## config.mk

```make
export PLATFORM = sky130hd
export DESIGN_NAME = pc_sequencer
export DESIGN_NICKNAME = d
export VERILOG_FILES = /design/src/rtl/pc_seq_pkg.sv /design/src/rtl/pc_seq_cycle_counter.sv /design/src/rtl/pc_sequencer.sv
export SDC_FILE = /design/constraint.sdc
export NUM_CORES = 1
export LEC_CHECK = 0
export ABC_CLOCK_PERIOD_IN_PS = 1700
export BUFFER_PORTS_ARGS = -buffer_cell sky130_fd_sc_hd__buf_2
export CAP_MARGIN = 20
export CORE_MARGIN = 3
export CORE_UTILIZATION = 40
export CTS_BUF_LIST = sky130_fd_sc_hd__clkbuf_16
export DETAILED_ROUTE_END_ITERATION = 16
export PLACE_DENSITY_LB_ADDON = 0.25
export SLEW_MARGIN = 20
export SYNTH_ARGS = -nofsm -noshare
export SYNTH_HDL_FRONTEND = slang
export SYNTH_SLANG_ARGS = --single-unit
```

## constraint.sdc

```tcl
create_clock -name clk -period 1.7 [get_ports clk]
set_input_delay 0 -clock clk [delete_from_list [all_inputs] [get_ports clk]]
set_output_delay 0 -clock clk [all_outputs]
set_load 0.1 [all_outputs]
```

## src/rtl/pc_seq_pkg.sv

```systemverilog
// Shared types and constants for the PC sequencer.
// Latency: n/a. Backpressure: n/a.
package pc_seq_pkg;

    localparam int unsigned PC_WIDTH_DEF = 5;
    // Wide enough for the largest legal FETCH_CYCLES (8 -> counts 0..7).
    localparam int unsigned CNT_W = 3;

    typedef enum logic [1:0] {
        ST_IDLE   = 2'd0,
        ST_FETCH  = 2'd1,
        ST_UPDATE = 2'd2,
        ST_HALTED = 2'd3
    } state_e;

endpackage

```

## src/rtl/pc_seq_cycle_counter.sv

```systemverilog
// FETCH-phase cycle counter with synchronous clear and terminal-count flag.
// Latency: count updates one cycle after enable; tc_o is combinational from the count.
// Backpressure: holds while en_i is low; clr_i has priority over en_i.
module pc_seq_cycle_counter
    import pc_seq_pkg::*;
#(
    parameter int unsigned TERMINAL = 2
) (
    input  logic clk,
    input  logic rst_n,
    input  logic clr_i,
    input  logic en_i,
    output logic tc_o
);

    localparam logic [CNT_W-1:0] LAST = CNT_W'(TERMINAL - 1);

    logic [CNT_W-1:0] count_q, count_d;

    always_comb begin
        count_d = count_q;
        if (clr_i) begin
            count_d = '0;
        end else if (en_i) begin
            count_d = count_q + CNT_W'(1);
        end
    end

    always_ff @(posedge clk or negedge rst_n) begin
        if (!rst_n) begin
            count_q <= '0;
        end else begin
            count_q <= count_d;
        end
    end

    assign tc_o = (count_q == LAST);

endmodule

```

## src/rtl/pc_sequencer.sv

```systemverilog
// Program-counter sequencer: IDLE -> FETCH (FETCH_CYCLES) -> UPDATE loop, HALTED until reset.
// Latency: PCWrite/PCNext are registered and appear the cycle after a non-stalled UPDATE.
// Backpressure: Stall freezes FETCH counting and holds UPDATE; optional branches via PC_SEQ_BRANCH_EN.
module pc_sequencer
    import pc_seq_pkg::*;
#(
    parameter int unsigned FETCH_CYCLES = 2,
    parameter int unsigned PC_WIDTH     = PC_WIDTH_DEF
) (
    input  logic                clk,
    input  logic                rst_n,
    input  logic                start_i,
    input  logic                stall_i,
    input  logic                halt_i,
    input  logic                branch_req_i,
    input  logic [PC_WIDTH-1:0] branch_target_i,
    input  logic [PC_WIDTH-1:0] pc_result_i,
    output logic [PC_WIDTH-1:0] pc_next_o,
    output logic                pc_write_o,
    output logic                fetch_valid_o,
    output logic                busy_o,
    output logic                halted_o
);

    state_e              state_q, state_d;
    logic [PC_WIDTH-1:0] pc_next_q, pc_next_d;
    logic                pc_write_q, pc_write_d;
    logic                halt_q, halt_d;
    logic                cnt_clr, cnt_en, cnt_tc;
    logic                do_update;
    logic [PC_WIDTH-1:0] pc_inc, upd_pc;

    assign do_update = (state_q == ST_UPDATE) && !stall_i;
    assign pc_inc    = pc_result_i + PC_WIDTH'(1);

`ifdef PC_SEQ_BRANCH_EN
    logic                pend_q, pend_d;
    logic [PC_WIDTH-1:0] tgt_q, tgt_d;

    always_comb begin
        pend_d = pend_q;
        tgt_d  = tgt_q;
        if (branch_req_i) begin
            pend_d = 1'b1;
            tgt_d  = branch_target_i;
        end
        if (do_update) begin
            pend_d = 1'b0;
        end
    end

    always_ff @(posedge clk or negedge rst_n) begin
        if (!rst_n) begin
            pend_q <= 1'b0;
            tgt_q  <= '0;
        end else begin
            pend_q <= pend_d;
            tgt_q  <= tgt_d;
        end
    end

    // A request arriving in the updating cycle itself is newer than any pending one.
    assign upd_pc = branch_req_i ? branch_target_i : (pend_q ? tgt_q : pc_inc);
`else
    logic unused_branch;
    assign unused_branch = ^{branch_req_i, branch_target_i};
    assign upd_pc        = pc_inc;
`endif

    pc_seq_cycle_counter #(
        .TERMINAL (FETCH_CYCLES)
    ) u_cnt (
        .clk   (clk),
        .rst_n (rst_n),
        .clr_i (cnt_clr),
        .en_i  (cnt_en),
        .tc_o  (cnt_tc)
    );

    always_comb begin
        state_d    = state_q;
        pc_next_d  = pc_next_q;
        pc_write_d = 1'b0;
        halt_d     = halt_q | halt_i;
        cnt_clr    = (state_q != ST_FETCH);
        cnt_en     = 1'b0;
        case (state_q)
            ST_IDLE: begin
                if (start_i) begin
                    state_d = ST_FETCH;
                end
            end
            ST_FETCH: begin
                if (!stall_i) begin
                    if (cnt_tc) begin
                        state_d = ST_UPDATE;
                    end else begin
                        cnt_en = 1'b1;
                    end
                end
            end
            ST_UPDATE: begin
                if (do_update) begin
                    pc_write_d = 1'b1;
                    pc_next_d  = upd_pc;
                    halt_d     = 1'b0;
                    state_d    = (halt_i || halt_q) ? ST_HALTED : ST_FETCH;
                end
            end
            default: begin
                state_d = ST_HALTED;
            end
        endcase
    end

    always_ff @(posedge clk or negedge rst_n) begin
        if (!rst_n) begin
            state_q    <= ST_IDLE;
            pc_next_q  <= '0;
            pc_write_q <= 1'b0;
            halt_q     <= 1'b0;
        end else begin
            state_q    <= state_d;
            pc_next_q  <= pc_next_d;
            pc_write_q <= pc_write_d;
            halt_q     <= halt_d;
        end
    end

    assign pc_next_o     = pc_next_q;
    assign pc_write_o    = pc_write_q;
    assign fetch_valid_o = (state_q == ST_FETCH) && cnt_tc;
    assign busy_o        = (state_q == ST_FETCH) || (state_q == ST_UPDATE);
    assign halted_o      = (state_q == ST_HALTED);

endmodule
```

==> metrics.cfg, run 1 <==
[status]
status=completed

[clock_tree]
clkLatencyLatePin_ps=230
clk_pin_slew_ps=40
clk_path_buf_depth=2
cts-htree-levels=1
cts_tree=done
cts_resized=0
clock-sinks=12
cts_buffers=3
clock-root-buffer=clkbuf_16

[sta]
rsz0062_at_grt=no
fmax_ghz=0.679
setup_ws_ps=227
hold_viol_final=0
period_share_pct=86.6
tightest_slew_ps=493
finalSetupViolations=0
fin_skew_ps=2.04
setup_tns_ps=0
slew_headroom_pct=67.4
timing.hold.ws_ps=8.90
fin_crit_ps=1470
final_max_slew_viol_count=0

[logic_synthesis]
ys_top_cells_by_area=dfrtp_1, ha_1, mux2i_1
avgSynthCellArea_um2=11.1
ys_seq_elements=12
synth_commonest_cells=dfrtp_1, ha_1, o21ai_0
yosysMostFrequentCell=dfrtp_1
ys_warn_count=0
synth_edf_count=0
ys_types=22
async_flop_share_pct=100
synth_area_um2=698
synth_cells=63
netlist.area_leader.share_pct=43.0
ys_seq_area_share_pct=43.0
synth.largest_area_cell=dfrtp_1
synthFlopType=dfrtp_1
syn_nets=87

[global_route]
antenna_found_initial=0
grt_start_max_net_pins=13
overflow=0
grt_pass1_vias=481
grt_use_total_pct=13.2
grt_pass1_wl_um=1990

[power]
p_leak_uw=0.000474
irDropWorstVdd_mv=0.548
powerDensity_mw_per_mm2=800

[worst_setup_path]
path_class=flop to flop
path_max_fanout=6
worstPathRequired_ps=1860
end_kind=flop
critPathArrivalTime_ps=1630
worstSetupStartpointType=flop

[place]
dp_hpwl_um=936
gp_congestion=0.733
port-buffer-count=18
dp_slack_ps=248

[layout]
drive_gt1_share_pct=33.7
syn_to_final_growth_pct=31.0
nets=112
n_antenna_cell=0

[route]
drtIter0Drc=3
dr_wl_met2_um=614
route.met3.wl_um=61
route.detailed.drc=0
wl_per_cell_um=11.8
wl_met1_um=521
first_pass_iters=6
wl_um=1210
top_layer=met4
vias=516
drtAntennaViolNets=0
viasPerCell=5.06

[floorplanning]
floorplan.rows=14
core_mm2=0.00158
die_x_um=47.8
fp.dieArea_mm2=0.00228
die_h_um=47.8
start_util_pct=44.3
ios=25

[hold_path]
min_path_type=primary input to flop

[job]
max-cap-violations=0

worst max-delay path: stages, from the launching register on:
cell      delay, ps
dfrtp_1         380
inv_1            90
ha_1            270
o21a_1          230
a211oi_2        210
mux2i_1         210
path summary, 6_finish.rpt:
| path | from | end | slack [ps] | cells after the start |
|---|---|---|---|---|
| setup / recovery | state_q[1]$_DFFE_PN0P_ | state_q[0]$_DFFE_PN0P_ | 230 | 5 |
| hold / removal | halt_i | halt_q$_DFF_PN0_ | 9 | 3 |
| setup reg to reg | state_q[1]$_DFFE_PN0P_ | state_q[0]$_DFFE_PN0P_ | 230 | 5 |
| hold reg to reg | pc_next_o[2]$_DFFE_PN0P_ | pc_next_o[2]$_DFFE_PN0P_ | 470 | 2 |
| max in group asynchronous | rst_n | pc_next_o[0]$_DFFE_PN0P_ | 1320 | 2 |
| min in group asynchronous | rst_n | pc_next_o[4]$_DFFE_PN0P_ | 170 | 2 |
cell type report:
class                      count  area [um2]
sequential                    12         300
fill                         130         662
inverter                       5        18.8
timing repair buffer          21         133
multi-input combinational     45         368
clock buffer                   3        75.1
tap                           16        20.0
cells by family (layout without fill, tap and decap cells):
family,Yosys count,in the layout,synth area share (%)
AND/OR/NAND/NOR,18,18,14.9
XOR/XNOR,3,3,3.76
adder cells (fa/ha/maj),8,8,14.3
buffers and inverters,6,29,4.30
AO/OA/AOI/OAI,11,11,11.1
flip-flops,12,12,43.0
multiplexers,5,5,8.60
cell usage in the layout (no fill, tap or decap), drive strengths merged, types with 3 or more instances in the layout:
master  Yosys  routed
clkbuf      0       3
o21ai       7       7
mux2i       3       3
buf         1      19
dfrtp      12      12
nand2b      3       3
ha          8       8
nand3       3       3
nor2        3       3
nor2b       3       3
nand2       5       5
inv         5       5
where the power goes:
part	total, uW	switching (uW)	leakage (uW)	internal (uW)
logic	31.2	15.6	0.000285	15.6
clock network	414	109	0.0000370	305
registers	287	0.0000000000000223	0.000152	287
total	732	124	0.000474	608
state kept, by name (all words and copies together) (netlist names):
register and flops:
pc_write_o 1, state_q 2, u_cnt.count_q 3, halt_q 1, pc_next_o 5
through the flow:
step / instance area [um2] / std cells / total power, uW / util, %
6_report: 915 / 102 / 732 / 58.0
5_1_grt: 915 / 102 / 761 / 58.0
4_1_cts: 915 / 102 / 742 / 58.0
3_5_place_dp: 820 / 97 / 319 / 52.0
3_3_place_gp: 820 / 97 / 319 / 52.0
2_1_floorplan: 698 / 63 / 299 / -
routing by layer:
layer / GRT usage, % / up-vias
met5: 0 / -
met4: 6.45 / 0
li1: - / 258
met2: 21.9 / 13
met3: 4.51 / 2
met1: 15.2 / 243
what timing repair did:
item,4_1_cts,5_1_grt
buffers inserted,0,0
hold buffers,2,0
hold endpoints to repair,13,0
Note: power is estimated with default switching activity, not from simulation.
==> inputs of run 2 (changes only) <==
--- a/config.mk
+++ b/config.mk
@@ -10,9 +10,10 @@
 export CAP_MARGIN = 20
 export CORE_MARGIN = 3
 export CORE_UTILIZATION = 40
-export CTS_BUF_LIST = sky130_fd_sc_hd__clkbuf_16
+export CTS_BUF_LIST = sky130_fd_sc_hd__clkbuf_2 sky130_fd_sc_hd__clkbuf_4 sky130_fd_sc_hd__clkbuf_8
 export DETAILED_ROUTE_END_ITERATION = 16
-export PLACE_DENSITY_LB_ADDON = 0.25
+export PLACE_DENSITY = 0.77
+export SETUP_SLACK_MARGIN = 0.3
 export SLEW_MARGIN = 20
 export SYNTH_ARGS = -nofsm -noshare
 export SYNTH_HDL_FRONTEND = slang
==> metrics.cfg, run 2 (synthesis gave the netlist of run 1 again) <==
[status]
status=completed

[worst_setup_path]
worstPathRequired_ps=1890  ; +30 ps
path_class=flop to flop
cpPeakStageDelay_ps=420  ; +40 ps
crit_chain=inv_2 > ha_1 > nor2b_1 > a211oi_2 > mux2i_1
end_kind=flop
path_max_fanout=4  ; -2
critPathArrivalTime_ps=1610  ; -20 ps
worstSetupStartpointType=flop
cp_slowest_cell=dfrtp_2
crit_buf_inv=1  ; unchanged
crit_family=flip-flops

[layout]
layout_common_cells=buf_2, dfrtp_1, o21ai_0, buf_4, nand2_1
n_antenna_cell=0  ; unchanged
largest_register_ffs=5  ; unchanged
fillers=128  ; -1.5%
drive_gt1_share_pct=47.8  ; +14 points
multiInputGateArea_um2=424  ; +15%
syn_to_final_growth_pct=40.1
regArea_um2=302  ; +0.42%
mostFrequentLayoutCell=buf_2
nets=117  ; +4.5%
fin_cells=108  ; +5.9%

[power]
swShare_pct=21.5  ; +4.5 points
pwr-share-clk_pct=42.1  ; -15 points
irDropWorstVdd_mv=0.386  ; -30%
p_leak_uw=0.000481  ; +1.5%
powerDensity_mw_per_mm2=563  ; -30%
p_seq_share_pct=51.7  ; +13 points
power_switching_uw=118  ; -4.8%
combPwrFrac_pct=6.2  ; +1.9 points
internal_power_uw=433  ; -29%

[sta]
slew_headroom_pct=67.8  ; +0.45 points
rsz0062_at_grt=yes
fin_skew_ps=0.793  ; -1.25 ps
final_max_slew_viol_count=0  ; unchanged
finalSetupViolations=0  ; unchanged
tightest_slew_ps=486  ; -6.73 ps
fmax_ghz=0.705  ; +3.8%
hold_viol_final=0  ; unchanged
period_share_pct=83.5  ; -3.2 points
fin_crit_ps=1420  ; -54.0 ps
setup_tns_ps=0  ; unchanged

[floorplanning]
die_h_um=47.8  ; unchanged
floorplan.rows=14  ; unchanged
ios=25  ; unchanged
die_x_um=47.8  ; unchanged
start_util_pct=44.3  ; unchanged
fp.dieArea_mm2=0.00228  ; unchanged
core_mm2=0.00158  ; unchanged

[route]
wl_um=1350  ; +12%
vias=533  ; +3.3%
first_pass_iters=4  ; -2
viasPerCell=4.94  ; -2.4%
drtAntennaViolNets=0  ; unchanged
drtIter0Drc=6  ; +3
wl_per_cell_um=12.5  ; +5.4%
route.detailed.drc=0  ; unchanged

[global_route]
antenna_found_initial=0  ; unchanged
grt_use_total_pct=12.5  ; -0.76 points
overflow=0  ; unchanged
grt_pass1_wl_um=1950  ; -1.8%
grt_start_max_net_pins=13  ; unchanged
grt_pass1_vias=457  ; -5.0%

[clock_tree]
cts-htree-levels=1  ; unchanged
clkLatencyLatePin_ps=280  ; +50 ps
cts_buffers=3  ; unchanged
clock-sinks=12  ; unchanged
clk_pin_slew_ps=80  ; +40 ps
clk_path_buf_depth=2  ; unchanged
clock-root-buffer=clkbuf_4
cts_tree=done

[place]
dpl.cell_count=97  ; unchanged
dp_hpwl_um=932  ; -0.41%
gp_congestion=0.764  ; +4.2%
port-buffer-count=18  ; unchanged

[job]
max-cap-violations=0  ; unchanged

[hold_path]
min_path_type=primary input to flop

## run 2: worst paths after layout
kind,to,slack [ps],from,cells past startpoint
min in group asynchronous,u_cnt.count_q[2]$_DFFE_PN0P_,120,rst_n,2
max in group asynchronous,state_q[0]$_DFFE_PN0P_,1350,rst_n,2
setup / recovery,state_q[0]$_DFFE_PN0P_,280,state_q[0]$_DFFE_PN0P_,5
hold / removal,pc_next_o[4]$_DFFE_PN0P_,20,pc_result_i[4],3
hold reg to reg,pc_next_o[2]$_DFFE_PN0P_,480,pc_next_o[2]$_DFFE_PN0P_,2
setup reg to reg,state_q[0]$_DFFE_PN0P_,280,state_q[0]$_DFFE_PN0P_,5
## run 2: worst min-delay path, stage by stage
cell and delay [ps]:
buf_2 80, xor2_1 50, o21ai_0 130
## run 2: routing by layer
layer | global-route usage, % | part of all wire (%)
met4 | 4.84 | 2.1
met2 | 20.1 | 51
met5 | 0 | 0
met1 | 16.6 | 45
met3 | 2.26 | 2.0
## run 2: area by class of cell
class | instances | share of cell area [%]
flip-flops and latches | 12 | 30.8
well taps | 16 | 2.05
multi-input cells | 45 | 43.4
clock buffers | 4 | 3.71
inverters | 5 | 1.92
repair buffers | 26 | 18.2
## run 2: power groups by stage
stage	logic, uW	clock network, uW	registers [uW]
5_1_grt	38.8	254	285
4_1_cts	34.4	242	285
2_1_floorplan	7.83	0	291
3_3_place_gp	27.9	0	291
6_report	33.9	232	285
3_5_place_dp	28.8	0	291
## run 2: what timing repair did
| item | in CTS | in global routing |
|---|---|---|
| endpoints found under the hold margin | 14 | 0 |
| buffers inserted | 3 | 1 |
| endpoints found under the setup margin | 5 | 4 |
| resized for setup | 7 | 7 |
| hold buffers | 3 | 0 |
| pin swaps | 0 | 2 |
## run 2: through the flow
step	hold slack [ps]	total power [uW]	setup WS, ps	utilization (%)	cell area (um2)
floorplan	-296	299	302	-	702
detailed placement	-106	320	221	52.2	823
global route	47.8	578	182	62.1	978
global placement	-110	319	255	52.2	823
finish	16.7	551	281	62.1	978
CTS	11.7	562	275	59.1	932
==> inputs of run 3 (changes only) <==
--- a/config.mk
+++ b/config.mk
@@ -5,7 +5,7 @@
 export SDC_FILE = /design/constraint.sdc
 export NUM_CORES = 1
 export LEC_CHECK = 0
-export ABC_CLOCK_PERIOD_IN_PS = 1700
+export ABC_CLOCK_PERIOD_IN_PS = 1400
 export BUFFER_PORTS_ARGS = -buffer_cell sky130_fd_sc_hd__buf_2
 export CAP_MARGIN = 20
 export CORE_MARGIN = 3
==> constraint.sdc (replaced) <==
create_clock -name clk -period 1.4 [get_ports clk]
set_input_delay 0 -clock clk [delete_from_list [all_inputs] [get_ports clk]]
set_output_delay 0 -clock clk [all_outputs]
set_load 0.1 [all_outputs]
==> metrics.cfg, run 3 (synthesis gave the netlist of run 1 again) <==
[sta]
rsz0062_at_grt=yes
hold_viol_final=0  ; unchanged
timing.hold.ws_ps=7.13  ; -9.52 ps
finalSetupViolations=0  ; unchanged
fmax_ghz=0.733
final_max_slew_viol_count=0  ; unchanged
period_share_pct=97.4
slew_headroom_pct=67.8  ; about the same
tightest_slew_ps=487  ; +0.719 ps
fin_skew_ps=0.724  ; -0.0688 ps
fin_crit_ps=1360
setup_ws_ps=35.8  ; -245 ps

[floorplanning]
die_h_um=47.8  ; unchanged
core_mm2=0.00158  ; unchanged
start_util_pct=44.3  ; unchanged
fp.dieArea_mm2=0.00228  ; unchanged
die_x_um=47.8  ; unchanged
floorplan.rows=14  ; unchanged
ios=25  ; unchanged

[status]
status=completed

[clock_tree]
clock-sinks=12  ; unchanged
cts_buffers=3  ; unchanged
clk_pin_slew_ps=70  ; about the same
clkLatencyLatePin_ps=280  ; about the same
clock-root-buffer=clkbuf_4
clk_path_buf_depth=2  ; unchanged
cts-htree-levels=1  ; unchanged
cts_tree=done

[worst_setup_path]
end_kind=output port
path_max_fanout=2  ; -2
crit_path_start=u_cnt.count_q[1]$_DFFE_PN0P_
r2r_setup_slack_ps=40  ; -250 ps
path_class=flop to output port
r2r-start=state_q[0]$_DFFE_PN0P_
reg2reg_to=state_q[0]$_DFFE_PN0P_
cp-endpoint=fetch_valid_o
critPathArrivalTime_ps=1360  ; -250 ps
worstSetupStartpointType=flop
ff2ff_path_depth=5  ; unchanged
worstPathRequired_ps=1400  ; -490 ps

[route]
viasPerCell=4.89  ; -0.84%
vias=553  ; +3.8%
drtAntennaViolNets=0  ; unchanged
wl_per_cell_um=13.3  ; +6.4%
first_pass_iters=4  ; unchanged
route.detailed.drc=0  ; unchanged
drtIter0Drc=4  ; -2
wl_um=1500  ; +11%

[hold_path]
min_path_type=primary input to flop

[layout]
finalCoreUtilization_pct=69.5  ; +7.5 points
n_antenna_cell=0  ; unchanged
syn_to_final_growth_pct=57.0
layout_common_cells=buf_2, buf_4, dfrtp_1, dfrtp_2
mostFrequentLayoutCell=buf_2
largest_register_ffs=5  ; unchanged
nets=122  ; +4.3%
drive_gt1_share_pct=60.8  ; +13 points

[job]
max-cap-violations=0  ; unchanged

[place]
port-buffer-count=18  ; unchanged
gp_congestion=0.763  ; -0.14%
dp_slack_ps=34.9  ; -186 ps
dp_hpwl_um=1060  ; +14%

[power]
irDropWorstVdd_mv=0.391  ; +1.2%
power_uw=670  ; +22%
p_leak_uw=0.000506  ; +5.1%
powerDensity_mw_per_mm2=611  ; +8.5%

[global_route]
grt_start_max_net_pins=13  ; unchanged
overflow=0  ; unchanged
grt_pass1_vias=485  ; +6.1%
grt_pass1_wl_um=2150  ; +9.9%
grt_use_total_pct=14.6  ; +2.1 points
antenna_found_initial=0  ; unchanged

==> run 3: area by class of cell <==
class                           count  area [um2]
Sequential cell                    12         308
Tap cell                           16        20.0
Fill cell                         120         480
Clock buffer                        4        36.3
Inverter                            5        23.8
Multi-Input combinational cell     45         452
Timing Repair Buffer               31         256
==> run 3: timing repair <==
item                       in CTS  in global routing
hold endpoints to repair       14                  0
buffers inserted                4                  2
setup endpoints to repair      14                 17
pin swaps                       2                  3
hold buffers                    3                  0
resized for setup              11                  9
==> run 3: worst min path at each step <==
stage,slack (ps),cells after the start,from,endpoint
5_1_grt,20,3,pc_result_i[4],pc_next_o[4]$_DFFE_PN0P_
4_1_cts,4,3,pc_result_i[4],pc_next_o[4]$_DFFE_PN0P_
3_5_place_dp,-110,1,rst_n,u_cnt.count_q[0]$_DFFE_PN0P_
6_report,7,3,pc_result_i[4],pc_next_o[4]$_DFFE_PN0P_
3_3_place_gp,-110,1,rst_n,u_cnt.count_q[0]$_DFFE_PN0P_
2_1_floorplan,-300,0,rst_n,halt_q$_DFF_PN0_
==> run 3: per-stage QoR <==
stage | cells | area, um2 | TNS (ps)
finish | 113 | 1100 | 0
global route | 113 | 1100 | -29.5
CTS | 111 | 1050 | 0
detailed placement | 100 | 920 | 0
global placement | 100 | 920 | 0
floorplan | 63 | 761 | 0
==> run 3: power by group <==
part           internal [uW]      switching (uW)  leakage [uW]
Sequential               346  0.0000000000000310      0.000145
Clock                    158                 123     0.0000210
Combinational           21.0                21.5      0.000340
Total                    526                 144      0.000506
==> run 3: worst max-delay path: stages (launching register included) <==
cell,delay [ps]
dfrtp_1,390
inv_2,80
ha_4,120
nor2b_4,160
and2_4,160
buf_12,160
==> run 3: routing by layer <==
layer  vias to the layer above  global-route usage, %  part of all wire [%]
met5                         -                      0                     0
met4                         0                   8.06                   1.7
met3                         4                   5.64                   4.3
met2                        14                   21.1                    50
met1                       254                   18.7                    44
li1                        281                      -                     -
